--- config.mk ---
export PLATFORM = sky130hd
export DESIGN_NAME = multicycle_control_fsm
export DESIGN_NICKNAME = d
export VERILOG_FILES = /design/src/rtl/multicycle_ctrl_pkg.sv /design/src/rtl/alu_decoder.sv /design/src/rtl/multicycle_control_fsm.sv
export SDC_FILE = /design/constraint.sdc
export NUM_CORES = 1
export LEC_CHECK = 0
export CORE_ASPECT_RATIO = 1.2
export CORE_MARGIN = 2
export CORE_UTILIZATION = 31
export CTS_BUF_LIST = sky130_fd_sc_hd__clkbuf_2
export CTS_CLUSTER_DIAMETER = 40
export DETAILED_ROUTE_END_ITERATION = 6
export PLACE_DENSITY = 0.78
export SLEW_MARGIN = 20
export SYNTH_ARGS = -nofsm -noshare
export SYNTH_HDL_FRONTEND = slang
export SYNTH_HIERARCHICAL = 1
export SYNTH_SLANG_ARGS = --single-unit
--- constraint.sdc ---
create_clock -name clk -period 2.85 [get_ports clk]
set_input_delay 0.57 -clock clk [delete_from_list [all_inputs] [get_ports clk]]
set_output_delay 0.57 -clock clk [all_outputs]
set_load 0.05 [all_outputs]
--- src/rtl/multicycle_ctrl_pkg.sv ---
// Shared encodings for the multicycle RV32I control unit.
package multicycle_ctrl_pkg;

  localparam int unsigned OPCODE_W  = 7;
  localparam int unsigned FUNC3_W   = 3;
  localparam int unsigned FUNC7_W   = 7;
  localparam int unsigned ALUCTL_W  = 3;
  localparam int unsigned SEL_W     = 2;
  localparam int unsigned STATE_W   = 4;

  // Controller states
  typedef enum logic [STATE_W-1:0] {
    FETCH    = 4'd0,
    DECODE   = 4'd1,
    MEMADR   = 4'd2,
    MEMREAD  = 4'd3,
    MEMWB    = 4'd4,
    MEMWRITE = 4'd5,
    EXECUTER = 4'd6,
    EXECUTEI = 4'd7,
    ALUWB    = 4'd8,
    BEQ      = 4'd9,
    JAL      = 4'd10,
    HALT     = 4'd11
  } state_t;

  // Supported opcodes
  localparam logic [OPCODE_W-1:0] OP_LW    = 7'b0000011;
  localparam logic [OPCODE_W-1:0] OP_SW    = 7'b0100011;
  localparam logic [OPCODE_W-1:0] OP_RTYPE = 7'b0110011;
  localparam logic [OPCODE_W-1:0] OP_ITYPE = 7'b0010011;
  localparam logic [OPCODE_W-1:0] OP_BEQ   = 7'b1100011;
  localparam logic [OPCODE_W-1:0] OP_JAL   = 7'b1101111;

  // Internal ALU operation class
  typedef enum logic [SEL_W-1:0] {
    ALUOP_ADD  = 2'b00,
    ALUOP_SUB  = 2'b01,
    ALUOP_FUNC = 2'b10
  } alu_op_t;

  // func3 values decoded for ALU operations
  localparam logic [FUNC3_W-1:0] F3_ADDSUB = 3'b000;
  localparam logic [FUNC3_W-1:0] F3_SLT    = 3'b010;
  localparam logic [FUNC3_W-1:0] F3_OR     = 3'b110;
  localparam logic [FUNC3_W-1:0] F3_AND    = 3'b111;

  // ALUControl encodings
  localparam logic [ALUCTL_W-1:0] ALU_ADD = 3'b000;
  localparam logic [ALUCTL_W-1:0] ALU_SUB = 3'b001;
  localparam logic [ALUCTL_W-1:0] ALU_AND = 3'b010;
  localparam logic [ALUCTL_W-1:0] ALU_OR  = 3'b011;
  localparam logic [ALUCTL_W-1:0] ALU_SLT = 3'b101;

  // ImmSrc encodings
  localparam logic [SEL_W-1:0] IMM_I = 2'b00;
  localparam logic [SEL_W-1:0] IMM_S = 2'b01;
  localparam logic [SEL_W-1:0] IMM_B = 2'b10;
  localparam logic [SEL_W-1:0] IMM_J = 2'b11;

  // ResultSrc encodings
  localparam logic [SEL_W-1:0] RES_ALURESULT = 2'b00;
  localparam logic [SEL_W-1:0] RES_READDATA  = 2'b01;
  localparam logic [SEL_W-1:0] RES_ALUOUT    = 2'b10;

  // ALUSrcA encodings
  localparam logic [SEL_W-1:0] SRCA_PC    = 2'b00;
  localparam logic [SEL_W-1:0] SRCA_OLDPC = 2'b01;
  localparam logic [SEL_W-1:0] SRCA_RD1   = 2'b10;

  // ALUSrcB encodings
  localparam logic [SEL_W-1:0] SRCB_RD2  = 2'b00;
  localparam logic [SEL_W-1:0] SRCB_IMM  = 2'b01;
  localparam logic [SEL_W-1:0] SRCB_FOUR = 2'b10;

  // Immediate format is a pure function of the opcode in every state
  function automatic logic [SEL_W-1:0] imm_src_of(input logic [OPCODE_W-1:0] op);
    logic [SEL_W-1:0] sel;
    sel = IMM_I;
    case (op)
      OP_SW:   sel = IMM_S;
      OP_BEQ:  sel = IMM_B;
      OP_JAL:  sel = IMM_J;
      default: sel = IMM_I;
    endcase
    return sel;
  endfunction

endpackage

--- src/rtl/alu_decoder.sv ---
// Combinational ALU decoder: operation class plus instruction fields to ALUControl.
module alu_decoder
  import multicycle_ctrl_pkg::*;
(
  input  alu_op_t              i_alu_op,
  input  logic [FUNC3_W-1:0]   i_func3,
  input  logic                 i_func7b5,
  input  logic                 i_op5,
  output logic [ALUCTL_W-1:0]  o_alu_control_c
);

  // Only register-register add/sub uses func7[5]; immediate forms are always add
  always_comb begin
    o_alu_control_c = ALU_ADD;
    case (i_alu_op)
      ALUOP_ADD: o_alu_control_c = ALU_ADD;
      ALUOP_SUB: o_alu_control_c = ALU_SUB;
      ALUOP_FUNC: begin
        case (i_func3)
          F3_ADDSUB: o_alu_control_c = (i_op5 & i_func7b5) ? ALU_SUB : ALU_ADD;
          F3_SLT:    o_alu_control_c = ALU_SLT;
          F3_OR:     o_alu_control_c = ALU_OR;
          F3_AND:    o_alu_control_c = ALU_AND;
          default:   o_alu_control_c = ALU_ADD;
        endcase
      end
      default: o_alu_control_c = ALU_ADD;
    endcase
  end

endmodule

--- src/rtl/multicycle_control_fsm.sv ---
// Moore main controller for the multicycle RV32I datapath.
module multicycle_control_fsm
  import multicycle_ctrl_pkg::*;
#(
  parameter bit ILLEGAL_HALT = 1'b0
) (
  input  logic                 clk,
  input  logic                 reset,
  input  logic [OPCODE_W-1:0]  opcode,
  input  logic [FUNC3_W-1:0]   func3,
  input  logic [FUNC7_W-1:0]   func7,
  input  logic                 Zero,
  input  logic                 mem_ready,
  output logic                 IRWrite,
  output logic                 PCWrite,
  output logic                 MemWrite,
  output logic                 RegWrite,
  output logic                 AdrSrc,
  output logic [SEL_W-1:0]     ResultSrc,
  output logic [SEL_W-1:0]     ALUSrcA,
  output logic [SEL_W-1:0]     ALUSrcB,
  output logic [SEL_W-1:0]     ImmSrc,
  output logic [ALUCTL_W-1:0]  ALUControl,
  output logic                 retire,
  output logic                 illegal_op,
  output logic                 halted
);

  state_t           r_state;
  state_t           w_next;
  state_t           w_view;
  alu_op_t          w_alu_op;
  logic             w_pc_update;
  logic             w_branch;
  logic             w_gate;
  logic             w_irwrite;
  logic             w_memwrite;
  logic             w_regwrite;
  logic             w_adr_src;
  logic [SEL_W-1:0] w_result_src;
  logic [SEL_W-1:0] w_srca;
  logic [SEL_W-1:0] w_srcb;
  logic             w_retire;
  logic             w_illegal;
  logic             w_halted;
  logic             w_unused_func7;

  // While reset is high the outputs decode as FETCH regardless of the stored state
  assign w_view = reset ? FETCH : r_state;

  // State register with synchronous reset
  always_ff @(posedge clk) begin
    if (reset) begin
      r_state <= FETCH;
    end else begin
      r_state <= w_next;
    end
  end

  // Next-state and per-state control decode
  always_comb begin
    w_next       = w_view;
    w_alu_op     = ALUOP_ADD;
    w_pc_update  = 1'b0;
    w_branch     = 1'b0;
    w_gate       = 1'b1;
    w_irwrite    = 1'b0;
    w_memwrite   = 1'b0;
    w_regwrite   = 1'b0;
    w_adr_src    = 1'b0;
    w_result_src = RES_ALURESULT;
    w_srca       = SRCA_PC;
    w_srcb       = SRCB_RD2;
    w_retire     = 1'b0;
    w_illegal    = 1'b0;
    w_halted     = 1'b0;

    case (w_view)
      FETCH: begin
        w_adr_src   = 1'b0;
        w_srca      = SRCA_PC;
        w_srcb      = SRCB_FOUR;
        w_alu_op    = ALUOP_ADD;
        w_irwrite   = mem_ready;
        w_pc_update = 1'b1;
        w_gate      = mem_ready;
        w_next      = mem_ready ? DECODE : FETCH;
      end
      DECODE: begin
        // Branch target PC+imm computed here and parked in ALUOut
        w_srca   = SRCA_OLDPC;
        w_srcb   = SRCB_IMM;
        w_alu_op = ALUOP_ADD;
        case (opcode)
          OP_LW, OP_SW: w_next = MEMADR;
          OP_RTYPE:     w_next = EXECUTER;
          OP_ITYPE:     w_next = EXECUTEI;
          OP_BEQ:       w_next = BEQ;
          OP_JAL:       w_next = JAL;
          default: begin
            w_illegal = 1'b1;
            w_next    = ILLEGAL_HALT ? HALT : FETCH;
          end
        endcase
      end
      MEMADR: begin
        w_srca   = SRCA_RD1;
        w_srcb   = SRCB_IMM;
        w_alu_op = ALUOP_ADD;
        w_next   = (opcode == OP_SW) ? MEMWRITE : MEMREAD;
      end
      MEMREAD: begin
        w_adr_src    = 1'b1;
        w_result_src = RES_ALUOUT;
        w_next       = mem_ready ? MEMWB : MEMREAD;
      end
      MEMWB: begin
        w_result_src = RES_READDATA;
        w_regwrite   = 1'b1;
        w_retire     = 1'b1;
        w_next       = FETCH;
      end
      MEMWRITE: begin
        // Write strobe only in the completing cycle, so exactly one per store
        w_adr_src    = 1'b1;
        w_result_src = RES_ALUOUT;
        w_memwrite   = mem_ready;
        w_retire     = mem_ready;
        w_next       = mem_ready ? FETCH : MEMWRITE;
      end
      EXECUTER: begin
        w_srca   = SRCA_RD1;
        w_srcb   = SRCB_RD2;
        w_alu_op = ALUOP_FUNC;
        w_next   = ALUWB;
      end
      EXECUTEI: begin
        w_srca   = SRCA_RD1;
        w_srcb   = SRCB_IMM;
        w_alu_op = ALUOP_FUNC;
        w_next   = ALUWB;
      end
      ALUWB: begin
        w_result_src = RES_ALUOUT;
        w_regwrite   = 1'b1;
        w_retire     = 1'b1;
        w_next       = FETCH;
      end
      BEQ: begin
        w_srca       = SRCA_RD1;
        w_srcb       = SRCB_RD2;
        w_alu_op     = ALUOP_SUB;
        w_result_src = RES_ALUOUT;
        w_branch     = 1'b1;
        w_retire     = 1'b1;
        w_next       = FETCH;
      end
      JAL: begin
        // Jump target from ALUOut; OldPC+4 computed now for the link write
        w_srca       = SRCA_OLDPC;
        w_srcb       = SRCB_FOUR;
        w_alu_op     = ALUOP_ADD;
        w_result_src = RES_ALUOUT;
        w_pc_update  = 1'b1;
        w_next       = ALUWB;
      end
      HALT: begin
        w_halted = 1'b1;
        w_next   = HALT;
      end
      default: begin
        w_next = FETCH;
      end
    endcase
  end

  // ALU function decode
  alu_decoder u_alu_decoder (
    .i_alu_op        (w_alu_op),
    .i_func3         (func3),
    .i_func7b5       (func7[5]),
    .i_op5           (opcode[5]),
    .o_alu_control_c (ALUControl)
  );

  // Only func7[5] participates in decode
  assign w_unused_func7 = ^{func7[6], func7[4:0]};

  // Write enables and pulses are suppressed while reset is asserted
  assign IRWrite    = w_irwrite & ~reset;
  assign PCWrite    = ((w_pc_update & w_gate) | (w_branch & Zero)) & ~reset;
  assign MemWrite   = w_memwrite & ~reset;
  assign RegWrite   = w_regwrite & ~reset;
  assign retire     = w_retire & ~reset;
  assign illegal_op = w_illegal & ~reset;
  assign halted     = w_halted;
  assign AdrSrc     = w_adr_src;
  assign ResultSrc  = w_result_src;
  assign ALUSrcA    = w_srca;
  assign ALUSrcB    = w_srcb;
  assign ImmSrc     = imm_src_of(opcode);

endmodule

==> run_summary.xml <==
<?xml version="1.0" encoding="UTF-8"?>
<metrics>
  <group name="clock_network">
    <metric name="cts-root-to-sink-buffers" unit="">2</metric>
    <metric name="post-cts-setup-buffers" unit="">0</metric>
    <metric name="cts_root_buf" unit="">sky130_fd_sc_hd__clkbuf_2</metric>
    <metric name="cts_num_sinks" unit="">4</metric>
    <metric name="cts_made_buffers" unit="">3</metric>
    <metric name="clkTransAtPathRegs" unit="ns">0.04</metric>
    <metric name="cts_repair_resize_count" unit="">5</metric>
    <metric name="h-tree-depth" unit="">1</metric>
    <metric name="worstSkewPairLatency" unit="ns">0.20</metric>
    <metric name="cts_tree" unit="">yes</metric>
    <metric name="cts_hold_buf" unit="">0</metric>
  </group>
  <group name="timing">
    <metric name="grt_setup_unrepaired" unit="">false</metric>
    <metric name="report.final.setup_viol" unit="">0</metric>
    <metric name="worstMarginPinSlew" unit="ns">0.373</metric>
    <metric name="max_freq" unit="MHz">374</metric>
    <metric name="fin_skew" unit="ns">0.000890</metric>
    <metric name="min_period_over_period" unit="">0.939</metric>
    <metric name="tns" unit="ns">0</metric>
    <metric name="finalHoldViolations" unit="">0</metric>
    <metric name="final_period_minus_worst_setup_slack" unit="ns">2.68</metric>
    <metric name="timing.max_slew.rel_slack" unit="">0.749</metric>
    <metric name="report.final.slew_viol_count" unit="">0</metric>
  </group>
  <group name="die">
    <metric name="num_rows" unit="">19</metric>
    <metric name="core_area" unit="sq um">2260</metric>
    <metric name="fp.dieArea" unit="sq um">2750</metric>
    <metric name="fp.dieH" unit="um">57.1</metric>
    <metric name="die_width" unit="um">48.2</metric>
    <metric name="design.portCount" unit="">40</metric>
    <metric name="starting_density_of_the_core" unit="">0.322</metric>
  </group>
  <group name="global_route">
    <metric name="initial_antenna_violation_count" unit="">0</metric>
    <metric name="first_global_vias" unit="">870</metric>
    <metric name="gr-usage-all-layers" unit="">0.183</metric>
    <metric name="wire_length_of_the_first_global_routing_pass" unit="um">3880</metric>
    <metric name="total_overflow_reported_by_the_global_router" unit="">0</metric>
    <metric name="grt_max_degree" unit="">19</metric>
  </group>
  <group name="yosys">
    <metric name="mappedNetlistNets" unit="">122</metric>
    <metric name="synth.ff_latch_count" unit="">4</metric>
    <metric name="netlist_area" unit="sq um">728</metric>
    <metric name="async_reset_ff_frac" unit="">0</metric>
    <metric name="synth.yosys.warnings" unit="">6</metric>
    <metric name="yosysSeqAreaShare" unit="">0.110</metric>
    <metric name="syn_avg_cell_area" unit="sq um">7.36</metric>
    <metric name="synth.lib_cells_used.distinct" unit="">47</metric>
    <metric name="synth_enable_flop_cells" unit="">0</metric>
    <metric name="gate_count_after_technology_mapping" unit="">99</metric>
    <metric name="synth_top_flop_cell" unit="">sky130_fd_sc_hd__dfxtp_1</metric>
  </group>
  <group name="route">
    <metric name="detail_routed_net_length_per_standard_cell" unit="um">12.6</metric>
    <metric name="detail_route.first_pass.iterations" unit="">4</metric>
    <metric name="drc" unit="">0</metric>
    <metric name="vias_per_cell" unit="">5.25</metric>
    <metric name="antenna_left" unit="">0</metric>
    <metric name="detailedRoute.firstIterationViolations" unit="">16</metric>
    <metric name="drt_wl_total" unit="um">2130</metric>
    <metric name="vias" unit="">888</metric>
  </group>
  <group name="cells_and_area">
    <metric name="mostFrequentLayoutCells" unit="">19 x sky130_fd_sc_hd__buf_12, 13 x sky130_fd_sc_hd__clkdlybuf4s50_1, 11 x sky130_fd_sc_hd__nor2_1</metric>
    <metric name="share_of_layout_cells_above_drive_strength_1" unit="">0.348</metric>
    <metric name="largest_register_ffs" unit="">4</metric>
    <metric name="stdcell_area" unit="sq um">1390</metric>
    <metric name="regMostFlops" unit="">r_state</metric>
    <metric name="area.growth.synth_to_final" unit="%">90.7</metric>
    <metric name="number_of_nets_in_the_layout" unit="">163</metric>
    <metric name="num_antenna_cells" unit="">0</metric>
    <metric name="layout.cells.most_common" unit="">sky130_fd_sc_hd__buf_12</metric>
    <metric name="reg_top3" unit="">r_state x4</metric>
  </group>
  <group name="critical_path">
    <metric name="endpoint_arrival_time_on_the_critical_path" unit="ns">2.11</metric>
    <metric name="timing.critical_path.slowest_cell_delay" unit="ns">0.33</metric>
    <metric name="timing.critical_path.from_type" unit="">primary input</metric>
    <metric name="critical_path.cell_chain" unit="">dlygate4sd2_1, buf_6, nor2_1, and3_1, ha_2, nand2b_4, nor4b_4, buf_12</metric>
    <metric name="critical_path.max_fanout" unit="">7</metric>
    <metric name="setup.worst_path.end_class" unit="">output pin</metric>
    <metric name="required" unit="ns">2.28</metric>
    <metric name="critical-path-slowest-cell" unit="">sky130_fd_sc_hd__nor4b_4</metric>
    <metric name="criticalPathCategory" unit="">primary input to output pin</metric>
  </group>
  <group name="place">
    <metric name="gp_routability_congestion" unit="">0.858</metric>
    <metric name="place.detailed.hpwl" unit="um">1750</metric>
    <metric name="place_area" unit="sq um">1350</metric>
    <metric name="numPortBuffers" unit="">33</metric>
  </group>
  <group name="pwr">
    <metric name="power_per_cell_area" unit="nW/um^2">153</metric>
    <metric name="ir_drop" unit="mV">0.131</metric>
    <metric name="total_power" unit="mW">0.212</metric>
    <metric name="leakagePower" unit="nW">0.536</metric>
  </group>
  <group name="worst_hold_path">
    <metric name="holdCritPathClass" unit="">flop to flop</metric>
  </group>
  <group name="flow_run">
    <metric name="max_cap_viols" unit="">0</metric>
  </group>
  <group name="outcome">
    <metric name="status" unit="">completed</metric>
  </group>
</metrics>
final cells by class:
| cell class | count | area [sq um] |
|---|---|---|
| well taps | 31 | 38.8 |
| repair buffers | 43 | 598 |
| flip-flops and latches | 4 | 80.1 |
| multi-input cells | 83 | 638 |
| clock buffers | 3 | 15.0 |
| inverters | 5 | 18.8 |
| fillers | 185 | 870 |
kinds of logic after synthesis:
logic type / count (synthesis) / share of synthesized area
muxes: 2 / 0.0275
adders and majority gates: 2 / 0.0344
AOI/OAI and AO/OA: 21 / 0.215
buffers and inverters: 12 / 0.0859
DFF: 4 / 0.110
and+or+nand+nor: 54 / 0.479
xor gates and xnor gates: 4 / 0.0481
where the power goes:
group / total [mW] / switching (mW) / internal [mW]
Sequential: 0.0577 / 0.000409 / 0.0572
Clock: 0.0487 / 0.0204 / 0.0283
Combinational: 0.106 / 0.0512 / 0.0549
Total: 0.212 / 0.0720 / 0.140
per-layer routing:
metal  track usage  routed length, um
met4        0.0425                  0
met3        0.0316                132
met2         0.299               1180
met1         0.243                817
met5             0                  0
per-stage QoR:
| stage | hold WS (ns) | utilization | cells | worst slack, ns |
|---|---|---|---|---|
| global route | 0.679 | 0.615 | 169 | 0.0795 |
| CTS | 0.645 | 0.615 | 169 | 0.192 |
| detailed placement | 0.639 | 0.598 | 166 | -0.169 |
| finish | 0.635 | 0.615 | 169 | 0.173 |
| global placement | 0.634 | 0.598 | 166 | -0.106 |
| floorplan | 0.589 | - | 99 | -0.0113 |
cells in the mapped netlist, types with 2 or more instances:
cell type,count,area share
sky130_fd_sc_hd__a21oi_1,5,0.034
sky130_fd_sc_hd__a22oi_1,2,0.021
sky130_fd_sc_hd__and2_1,3,0.026
sky130_fd_sc_hd__and3_1,3,0.026
sky130_fd_sc_hd__buf_2,2,0.014
sky130_fd_sc_hd__buf_6,2,0.031
sky130_fd_sc_hd__clkbuf_1,3,0.015
sky130_fd_sc_hd__dfxtp_1,4,0.11
sky130_fd_sc_hd__ha_1,2,0.034
sky130_fd_sc_hd__inv_1,4,0.021
sky130_fd_sc_hd__mux2i_1,2,0.027
sky130_fd_sc_hd__nand2_1,4,0.021
sky130_fd_sc_hd__nand2b_1,4,0.034
sky130_fd_sc_hd__nand3b_1,3,0.031
sky130_fd_sc_hd__nor2_1,11,0.057
sky130_fd_sc_hd__nor2b_1,3,0.026
sky130_fd_sc_hd__nor3_1,7,0.048
sky130_fd_sc_hd__nor4_1,2,0.017
sky130_fd_sc_hd__nor4b_1,2,0.024
sky130_fd_sc_hd__o21ai_1,2,0.014
sky130_fd_sc_hd__xnor2_1,3,0.036
critical path: cells and delay by family:
family                   cells  cell delay, ns
adder cells (fa/ha/maj)      1            0.21
buffers and inverters        3            0.59
AND/OR/NAND/NOR              4            0.74
path summary, 6_finish.rpt:
path	endpoint	slack, ns	depth (start not counted)	from
max	ALUControl[2]	0.17	8	reset
min	r_state[1]$_SDFF_PP0_	0.63	3	r_state[0]$_SDFF_PP0_
max reg2reg	r_state[0]$_SDFF_PP0_	1.43	5	r_state[3]$_SDFF_PP0_
min reg2reg	r_state[1]$_SDFF_PP0_	0.63	3	r_state[0]$_SDFF_PP0_
Power figures use the tool's default switching activity.
